### config.mk
export PLATFORM = sky130hd
export DESIGN_NAME = data_merge
export DESIGN_NICKNAME = d
export VERILOG_FILES = /design/src/rtl/data_sw_pkg.sv /design/src/rtl/axis_out_reg.sv /design/src/rtl/data_merge.sv
export SDC_FILE = /design/constraint.sdc
export NUM_CORES = 2
export LEC_CHECK = 0
export CORE_AREA = 2 2 709 711
export DETAILED_ROUTE_END_ITERATION = 12
export DIE_AREA = 0 0 711 713
export PLACE_DENSITY_LB_ADDON = 0.15
export SLEW_MARGIN = 10
export SYNTH_ARGS = -nofsm -noshare
export SYNTH_HDL_FRONTEND = slang
export SYNTH_SLANG_ARGS = --single-unit
### constraint.sdc
create_clock -name clk -period 13.44 [get_ports clk]
set_input_delay 2.688 -clock clk [delete_from_list [all_inputs] [get_ports clk]]
set_output_delay 2.688 -clock clk [all_outputs]
set_load 0.02 [all_outputs]
### src/rtl/data_sw_pkg.sv
// Types and helpers shared by the ping-pong data switch and its merge counterpart.
package data_sw_pkg;

  typedef enum logic [1:0] {
    ST_IDLE = 2'd0,
    ST_RUN1 = 2'd1,
    ST_RUN2 = 2'd2
  } sw_state_t;

  localparam int DW_DEFAULT     = 512;
  localparam int BYTES_PER_BEAT = DW_DEFAULT / 8;

  // Widest TKEEP the popcount helper accepts; narrower keeps are zero-extended.
  localparam int KEEP_MAX = 128;

  function automatic logic [31:0] popcount(input logic [KEEP_MAX-1:0] keep);
    logic [31:0] cnt;
    cnt = '0;
    for (int i = 0; i < KEEP_MAX; i++) begin
      cnt = cnt + {31'd0, keep[i]};
    end
    return cnt;
  endfunction

endpackage

### src/rtl/axis_out_reg.sv
// Single-stage AXI-Stream register slice; upstream ready passes through from downstream.
module axis_out_reg #(
  parameter int DW = 512
) (
  input  logic            clk,
  input  logic            resetn,
  input  logic [DW-1:0]   up_data,
  input  logic [DW/8-1:0] up_keep,
  input  logic            up_last,
  input  logic            up_valid,
  output logic            up_ready,
  output logic [DW-1:0]   dn_data,
  output logic [DW/8-1:0] dn_keep,
  output logic            dn_last,
  output logic            dn_valid,
  input  logic            dn_ready
);

  // A new beat may enter whenever the held one is empty or leaving this cycle.
  assign up_ready = !dn_valid || dn_ready;

  always_ff @(posedge clk) begin
    if (!resetn) begin
      dn_data  <= '0;
      dn_keep  <= '0;
      dn_last  <= 1'b0;
      dn_valid <= 1'b0;
    end else if (up_valid && up_ready) begin
      dn_data  <= up_data;
      dn_keep  <= up_keep;
      dn_last  <= up_last;
      dn_valid <= 1'b1;
    end else if (dn_ready) begin
      dn_valid <= 1'b0;
    end
  end

endmodule

### src/rtl/data_merge.sv
// Rebuilds one frame stream from the ping/pong AXI-Stream channels, checking
// packet and frame framing and resynchronising to IN1 at every frame boundary.
module data_merge
  import data_sw_pkg::*;
#(
  parameter int DW = BYTES_PER_BEAT * 8
) (
  input  logic            clk,
  input  logic            resetn,
  input  logic [31:0]     FRAME_SIZE,
  input  logic [31:0]     PACKET_SIZE,
  input  logic [31:0]     PP_GROUP,
  input  logic [DW-1:0]   AXIS_IN1_TDATA,
  input  logic            AXIS_IN1_TVALID,
  output logic            AXIS_IN1_TREADY,
  input  logic [DW/8-1:0] AXIS_IN1_TKEEP,
  input  logic            AXIS_IN1_TLAST,
  input  logic [DW-1:0]   AXIS_IN2_TDATA,
  input  logic            AXIS_IN2_TVALID,
  output logic            AXIS_IN2_TREADY,
  input  logic [DW/8-1:0] AXIS_IN2_TKEEP,
  input  logic            AXIS_IN2_TLAST,
  output logic [DW-1:0]   AXIS_OUT_TDATA,
  output logic            AXIS_OUT_TVALID,
  input  logic            AXIS_OUT_TREADY,
  output logic [DW/8-1:0] AXIS_OUT_TKEEP,
  output logic            AXIS_OUT_TLAST,
  output logic            FRAME_DONE,
  output logic            ERR
);

  localparam int KW = DW / 8;

  sw_state_t state;

  logic [31:0] frame_rem;
  logic [31:0] pkt_rem;
  logic [31:0] grp_cnt;
  logic [31:0] pkt_size;
  logic [31:0] grp_size;
  logic [31:0] grp_next;
  logic [31:0] n_bytes;

  logic [DW-1:0]       sel_data;
  logic [KW-1:0]       sel_keep;
  logic                sel_last;
  logic                sel_valid;
  logic [KEEP_MAX-1:0] keep_ext;

  logic running;
  logic slice_ready;
  logic accept;
  logic overrun;
  logic pkt_full;
  logic frame_full;
  logic frame_end;
  logic beat_err;

  assign running = (state == ST_RUN1) || (state == ST_RUN2);

  // Only the channel owning the current group is offered ready.
  assign AXIS_IN1_TREADY = (state == ST_RUN1) && slice_ready;
  assign AXIS_IN2_TREADY = (state == ST_RUN2) && slice_ready;

  always_comb begin
    if (state == ST_RUN2) begin
      sel_data  = AXIS_IN2_TDATA;
      sel_keep  = AXIS_IN2_TKEEP;
      sel_last  = AXIS_IN2_TLAST;
      sel_valid = AXIS_IN2_TVALID;
    end else begin
      sel_data  = AXIS_IN1_TDATA;
      sel_keep  = AXIS_IN1_TKEEP;
      sel_last  = AXIS_IN1_TLAST;
      sel_valid = AXIS_IN1_TVALID;
    end
  end

  always_comb begin
    keep_ext         = '0;
    keep_ext[KW-1:0] = sel_keep;
  end

  assign n_bytes    = popcount(keep_ext);
  assign accept     = sel_valid && running && slice_ready;
  assign grp_next   = grp_cnt + 32'd1;

  // A beat is legal only if it fits both budgets and its TLAST agrees with
  // whichever budget it exhausts; a short final packet ends on the frame budget.
  assign overrun    = (n_bytes > frame_rem) || (n_bytes > pkt_rem);
  assign pkt_full   = (pkt_rem == n_bytes);
  assign frame_full = (frame_rem == n_bytes);
  assign frame_end  = sel_last && frame_full;
  assign beat_err   = overrun
                   || (sel_last && !pkt_full && !frame_full)
                   || (!sel_last && (pkt_full || frame_full));

  always_ff @(posedge clk) begin
    if (!resetn) begin
      state      <= ST_IDLE;
      frame_rem  <= '0;
      pkt_rem    <= '0;
      grp_cnt    <= '0;
      pkt_size   <= '0;
      grp_size   <= '0;
      FRAME_DONE <= 1'b0;
      ERR        <= 1'b0;
    end else begin
      FRAME_DONE <= 1'b0;
      ERR        <= 1'b0;
      case (state)
        ST_IDLE: begin
          frame_rem <= FRAME_SIZE;
          pkt_rem   <= PACKET_SIZE;
          pkt_size  <= PACKET_SIZE;
          grp_size  <= (PP_GROUP == 32'd0) ? 32'd1 : PP_GROUP;
          grp_cnt   <= '0;
          if ((FRAME_SIZE != 32'd0) && (PACKET_SIZE != 32'd0)) begin
            state <= ST_RUN1;
          end
        end
        ST_RUN1, ST_RUN2: begin
          if (accept) begin
            if (beat_err) begin
              ERR   <= 1'b1;
              state <= ST_IDLE;
            end else if (frame_end) begin
              FRAME_DONE <= 1'b1;
              frame_rem  <= '0;
              state      <= ST_IDLE;
            end else begin
              frame_rem <= frame_rem - n_bytes;
              pkt_rem   <= pkt_rem - n_bytes;
              if (sel_last) begin
                pkt_rem <= pkt_size;
                if (grp_next == grp_size) begin
                  grp_cnt <= '0;
                  state   <= (state == ST_RUN1) ? ST_RUN2 : ST_RUN1;
                end else begin
                  grp_cnt <= grp_next;
                end
              end
            end
          end
        end
        default: state <= ST_IDLE;
      endcase
    end
  end

  axis_out_reg #(
    .DW(DW)
  ) u_out_reg (
    .clk      (clk),
    .resetn   (resetn),
    .up_data  (sel_data),
    .up_keep  (sel_keep),
    .up_last  (frame_end || beat_err),
    .up_valid (sel_valid && running),
    .up_ready (slice_ready),
    .dn_data  (AXIS_OUT_TDATA),
    .dn_keep  (AXIS_OUT_TKEEP),
    .dn_last  (AXIS_OUT_TLAST),
    .dn_valid (AXIS_OUT_TVALID),
    .dn_ready (AXIS_OUT_TREADY)
  );

endmodule

* Word level (Yosys, flattened, before mapping) *
Cells that the tools add are included.

storage, ports and cells
  register bits after elaboration = 742
  bits in latches = 0
  RAM bits = 0
  bits in read-only memories = 0
  bits of input ports = 1255
  output and inout port bits = 582
  logic and storage cells = 160
  memories = 0

cells by class
  add/subtract/negate cells = 66
  multipliers = 0
  div/mod/pow operators = 0
  $lt $le $gt $ge = 2
  equal/unequal tests = 12
  shifts and indexed selects = 0
  multiplexer cells = 32
  bitwise gates (word level) = 3
  reductions and logical operators = 33

operators with widths
  cell                                                              number
  32-bit by 1-bit adder with 32-bit output                          32
  512-bit 2-to-1 mux                                                1
  32-bit 2-to-1 mux                                                 13
  32-bit case mux with 2 select lines                               3
  32-bit == test                                                    3
  32-bit greater-than comparator                                    2
  64-bit 2-to-1 mux                                                 1
  32-bit nonzero test                                               2
  32-bit subtractor                                                 2
  31-bit by 1-bit adder with 32-bit output                          1
  32-bit by 1-bit adder with 32-bit output (second input constant)  1
  32-bit logical NOT                                                1
  30-bit by 1-bit adder with 31-bit output                          1
  29-bit by 1-bit adder with 30-bit output                          1
  28-bit by 1-bit adder with 29-bit output                          1
  27-bit by 1-bit adder with 28-bit output                          1
  26-bit by 1-bit adder with 27-bit output                          1
  25-bit by 1-bit adder with 26-bit output                          1
  24-bit by 1-bit adder with 25-bit output                          1
  23-bit by 1-bit adder with 24-bit output                          1
  22-bit by 1-bit adder with 23-bit output                          1
  21-bit by 1-bit adder with 22-bit output                          1
  20-bit by 1-bit adder with 21-bit output                          1
  19-bit by 1-bit adder with 20-bit output                          1
  36 further kinds                                                  74

* Depth between registers and ports, before layout *
  depth after elaboration = 74
  depth in mapped cells = 38
  gate-level depth less buffers = 32

* By module *
From an unflattened synthesis, not the netlist that was laid out.

second synthesis, totals
  cell total of the unflattened synthesis = 4714
  area total of the unflattened synthesis = 41934.0 um^2

modules (own cells, without submodules)
  module        instances  cells each  area each (um^2)  sequential area each (um^2)
  axis_out_reg  1          2505        22927.0           11571.1
  data_merge    1          2209        19007.0           3283.1

* Least setup slack after synthesis *
No wires, ideal clock.

  path kind = input port to flip-flop
  start point = in AXIS_IN2_TKEEP[61]
  end point = reg grp_cnt[10]
  setup time = 0.117 ns
  arrival time = 10.526 ns
  data required time = 13.323 ns
  slack = 2.797 ns
  cell stages on the path = 29
  path buffers = 1
  cell sequence = mux2i_1 fa_1 fa_1 fa_1 inv_1 fa_1 inv_1 fa_1 inv_1 fa_1 inv_1 fa_1 fa_1 inv_1 ha_1 fa_1 a21o_1 a21oi_1 xnor2_1 ha_1 o21ai_0 o21bai_1 a211oi_1 or3_1 and3_1 o311ai_2 nand2_1 clkbuf_1 a22o_1

between the ends
  longest elaborated chain between the ends = 12
  elaborated cells on any way between the ends = 21
  classes of those cells = 3 x add/sub; 2 x order compare; 4 x eq/ne; 1 x mux; 11 x reduce/logical

ends and longest elaborated chain
  what                                                                    line               text
  start: declaration                                                      data_merge.sv:21   input logic [DW/8-1:0] AXIS_IN2_TKEEP,
  64-bit 2-to-1 mux (*)                                                   data_merge.sv:66   if (state == ST_RUN2) begin
  32-bit by 1-bit adder with 32-bit output (*) (3 in a row)               data_sw_pkg.sv:20  cnt = cnt + {31'd0, keep[i]};
  branches (longest 7 deep; another with 32-bit greater-than comparator)  n/a
  5-bit AND reduction (no source line) (*)                                n/a
  end signal: assignment                                                  data_merge.sv:140  grp_cnt <= grp_next;
  end: declaration                                                        data_merge.sv:38   logic [31:0] grp_cnt;

Mark *: on every way between the ends.
A chain may end at the register's enable or synchronous reset.

* Worst setup path after layout *
  start point = in AXIS_IN1_TKEEP[51]
  end point = reg frame_rem[29]

between the ends
  longest elaborated chain between the ends = 22
  elaborated cells on any way between the ends = 35
  classes of those cells = 14 x add/sub; 2 x order compare; 3 x eq/ne; 5 x mux; 11 x reduce/logical

ends and longest elaborated chain
  what                                                        line               text
  start: declaration                                          data_merge.sv:16   input logic [DW/8-1:0] AXIS_IN1_TKEEP,
  64-bit 2-to-1 mux (*)                                       data_merge.sv:66
  32-bit by 1-bit adder with 32-bit output (*) (13 in a row)  data_sw_pkg.sv:20
  branches (longest 8 deep; another with 32-bit subtractor)   n/a
  end signal: assignment                                      data_merge.sv:132  frame_rem <= frame_rem - n_bytes;
  end: declaration                                            data_merge.sv:36   logic [31:0] frame_rem;

Mark *: on every way between the ends. The select of a mux whose other input is x is not followed.

==> results.md <==
- Syn nets: 5388
- Synth cell count leaders: 742 x dfxtp_1, 719 x nor2_1, 640 x mux2i_1, 591 x a211oi_1, 312 x clkbuf_1
- Area delta synth->final: 81.4%
- Clock buffer depth: 4
- Overall routing resource usage: 0.153
- Die area: 0.507 mm2
- Register area: 0.0149 mm2
- Finished layout cell area: 0.0667 mm2
- Fin nets: 7046
- Total CTS buffers: 116
- Hold Path Origin: u_out_reg.dn_keep[24]
- Static Leak: 20.7 nW
- Setup TNS: 0 ns
- WP data required: 14.19 ns
- Cell mode on critical path: fa_1
- Achievable Freq: 84.6 MHz
- # rows: 260
- Main synth FF type: dfxtp_1
- Final period util: 0.880
- Fill cells: 57100
- Start of the worst register-to-register path: state[0]
- Antenna viol nets, final: 0
- Via-to-Cell Ratio: 3.19
- Avg Cell Area, Syn: 9.09 um2
- Clock latency on the worst-skew pair: 0.87 ns
- Status: completed
- Worst min path class: flip-flop to flip-flop
- CP max stage cell: clkdlybuf4s50_1
- Dpl hpwl: 352000 um
- Worst slew pin tran: 1.17 ns
- Final Hold Violating Endpoints: 0
- Worst IR Drop VDD: 1000 uV
- Final setup viols: 0
- DRT iter0 DRCs: 2531
- CP Max Fanout: 30
- CTS tree: yes
- Post-synthesis cell count: 4045
- Synth top area cells: dfxtp_1 40%, mux2i_1 17%, a211oi_1 12%
- Gates resized, CTS repair: 0
- Share of the synthesized area in the top cell type: 0.404
- Largest net degree at the start of global routing: 170
- Vias: 39900
- Data arrival, critical path: 12.57 ns
- Post-synth ARST share: 0
- Worst Skew: 0.0624 ns
- Fin cells: 12500
- First-pass GRT wire length: 496000 um
- Tmin final: 11.83 ns
- Crit path from: AXIS_IN1_TKEEP[51]
- Dpl cell area: 0.0628 mm2
- IO buf count: 1836
- Critical path class: input pin to flip-flop
- Top-count cell post-synth: dfxtp_1
- Die Wd: 711 um
- RSZ-0062 raised after global routing: no
- Number of post-CTS setup repair buffers: 0
- Slew margin rel.: 0.219
- Syn. warnings: 0
- Seq cells post-synth: 742
- Clock Tree Root: clkbuf_16
- RD Place Congestion: 0.902
- Final Total Pwr: 21.4 mW
- Layout cells sized above 1: 0.0501
- # IOs: 1837
- Power per cell area: 321 mW/mm2
- Initial antenna violation count: 244
- Hold_buf cts: 0
- H-tree depth: 3
- Max cap viols: 0
- CTS clk-pin slew, worst paths: 0.06 ns
- # DRC: 0
- Dpl cells: 12300
- Cell taking the most area after synthesis: dfxtp_1
- Critical Path Max Stage Delay: 0.81 ns
- Core area: 0.500 mm2
- Initial Util: 0.0736
- Sequential share of the synthesized area: 0.404
- CP Capture Type: flip-flop
- CTS sink count: 742
- Area taken by multi-input logic gates: 0.0203 mm2
- DRT Pass-1 Iters: 5
- Post-synth EDFFs: 0
- Utilization after layout: 0.134
- Total overflow reported by the global router: 0
- Worst Setup Start Kind: input pin
- Routed WL: 406000 um
- Slew Limit Fails: 0
- Routed len/inst: 32.4 um
- Mapped Area: 0.0368 mm2
- Vias in the first global route: 38700
- Die span in y: 713 um
- Synth cell types: 76
[registers in the layout, summed over array words and instances (netlist names)]
register            flops
u_out_reg.dn_keep      64
state                   2
u_out_reg.dn_data     512
frame_rem              32
FRAME_DONE              1
grp_cnt                32
grp_size               32
u_out_reg.dn_valid      1
pkt_rem                32
u_out_reg.dn_last       1
pkt_size               32
ERR                     1
[cell type report]
cell class | count | area share
clock buffers | 173 | 0.0511
inverters | 79 | 0.00456
well taps | 6681 | 0.125
diodes | 43 | 0.00161
flip-flops and latches | 742 | 0.223
clock inverters | 35 | 0.00606
multi-input cells | 2867 | 0.304
repair buffers | 1897 | 0.284
[per-stage QoR]
step / setup slack, ns / hold WS [ns]
6_report: 1.61 / 0.461
5_1_grt: 1.13 / 0.476
4_1_cts: 1.69 / 0.458
3_5_place_dp: 0.752 / 0.449
3_3_place_gp: 0.708 / 0.446
2_1_floorplan: 2.80 / 0.441
[layout by cell type (no fill, tap or decap), types with 28 or more instances in the layout]
cell	synthesis	final
a211oi_1	591	591
a21oi_1	106	106
buf_4	0	50
clkbuf_1	312	28
clkbuf_16	0	116
clkbuf_8	0	29
clkdlybuf4s50_1	0	1834
dfxtp_1	742	742
diode_2	0	43
fa_1	56	56
ha_1	32	30
inv_1	79	78
mux2i_1	640	639
nand2_1	121	121
nand3_1	55	55
nor2_1	719	719
nor3_1	41	41
nor4_1	48	48
o211ai_1	33	33
o21ai_0	67	65
xnor2_1	40	40
[worst max-delay path: cells and delay by family]
kind | cells | cell delay (ns)
adders and majority gates | 11 | 5.03
buffers and inverters | 7 | 1.33
muxes | 1 | 0.22
and+or+nand+nor | 7 | 1.78
AOI/OAI and AO/OA | 6 | 1.48
[cell families (layout without fill, tap and decap cells)]
family / Yosys count / in the layout / synth area share
other cells: 0 / 43 / 0
fa+ha+maj: 88 / 88 / 0.0414
simple gates: 1121 / 1121 / 0.133
mux: 651 / 651 / 0.178
flops: 742 / 742 / 0.404
compound gates: 947 / 947 / 0.184
buf+inv: 436 / 2184 / 0.0453
xor+xnor: 60 / 60 / 0.0143
[per-layer routing]
| layer | global-route usage | up-vias | share of wire |
|---|---|---|---|
| li1 | - | 18200 | - |
| met1 | 0.191 | 19500 | 0.42 |
| met2 | 0.267 | 1646 | 0.49 |
| met3 | 0.0405 | 479 | 0.068 |
| met4 | 0.0253 | 100 | 0.019 |
| met5 | 0 | - | 0.0017 |
[path summary, 6_finish.rpt]
path                      endpoint  slack (ns)  cells past startpoint
min reg2reg  u_out_reg.dn_keep[24]        0.46                      2
min          u_out_reg.dn_keep[24]        0.46                      2
max reg2reg          frame_rem[29]        2.47                     31
max                  frame_rem[29]        1.61                     32
[power by group]
part           switching (mW)  leakage [nW]  total, mW  internal (mW)
Combinational            9.38          12.8       15.0           5.61
Sequential              0.477          6.09       3.22           2.74
Clock                    1.33          1.88       3.19           1.86
Total                    11.2          20.7       21.4           10.2
No activity file was read; power rests on OpenSTA's default activity.
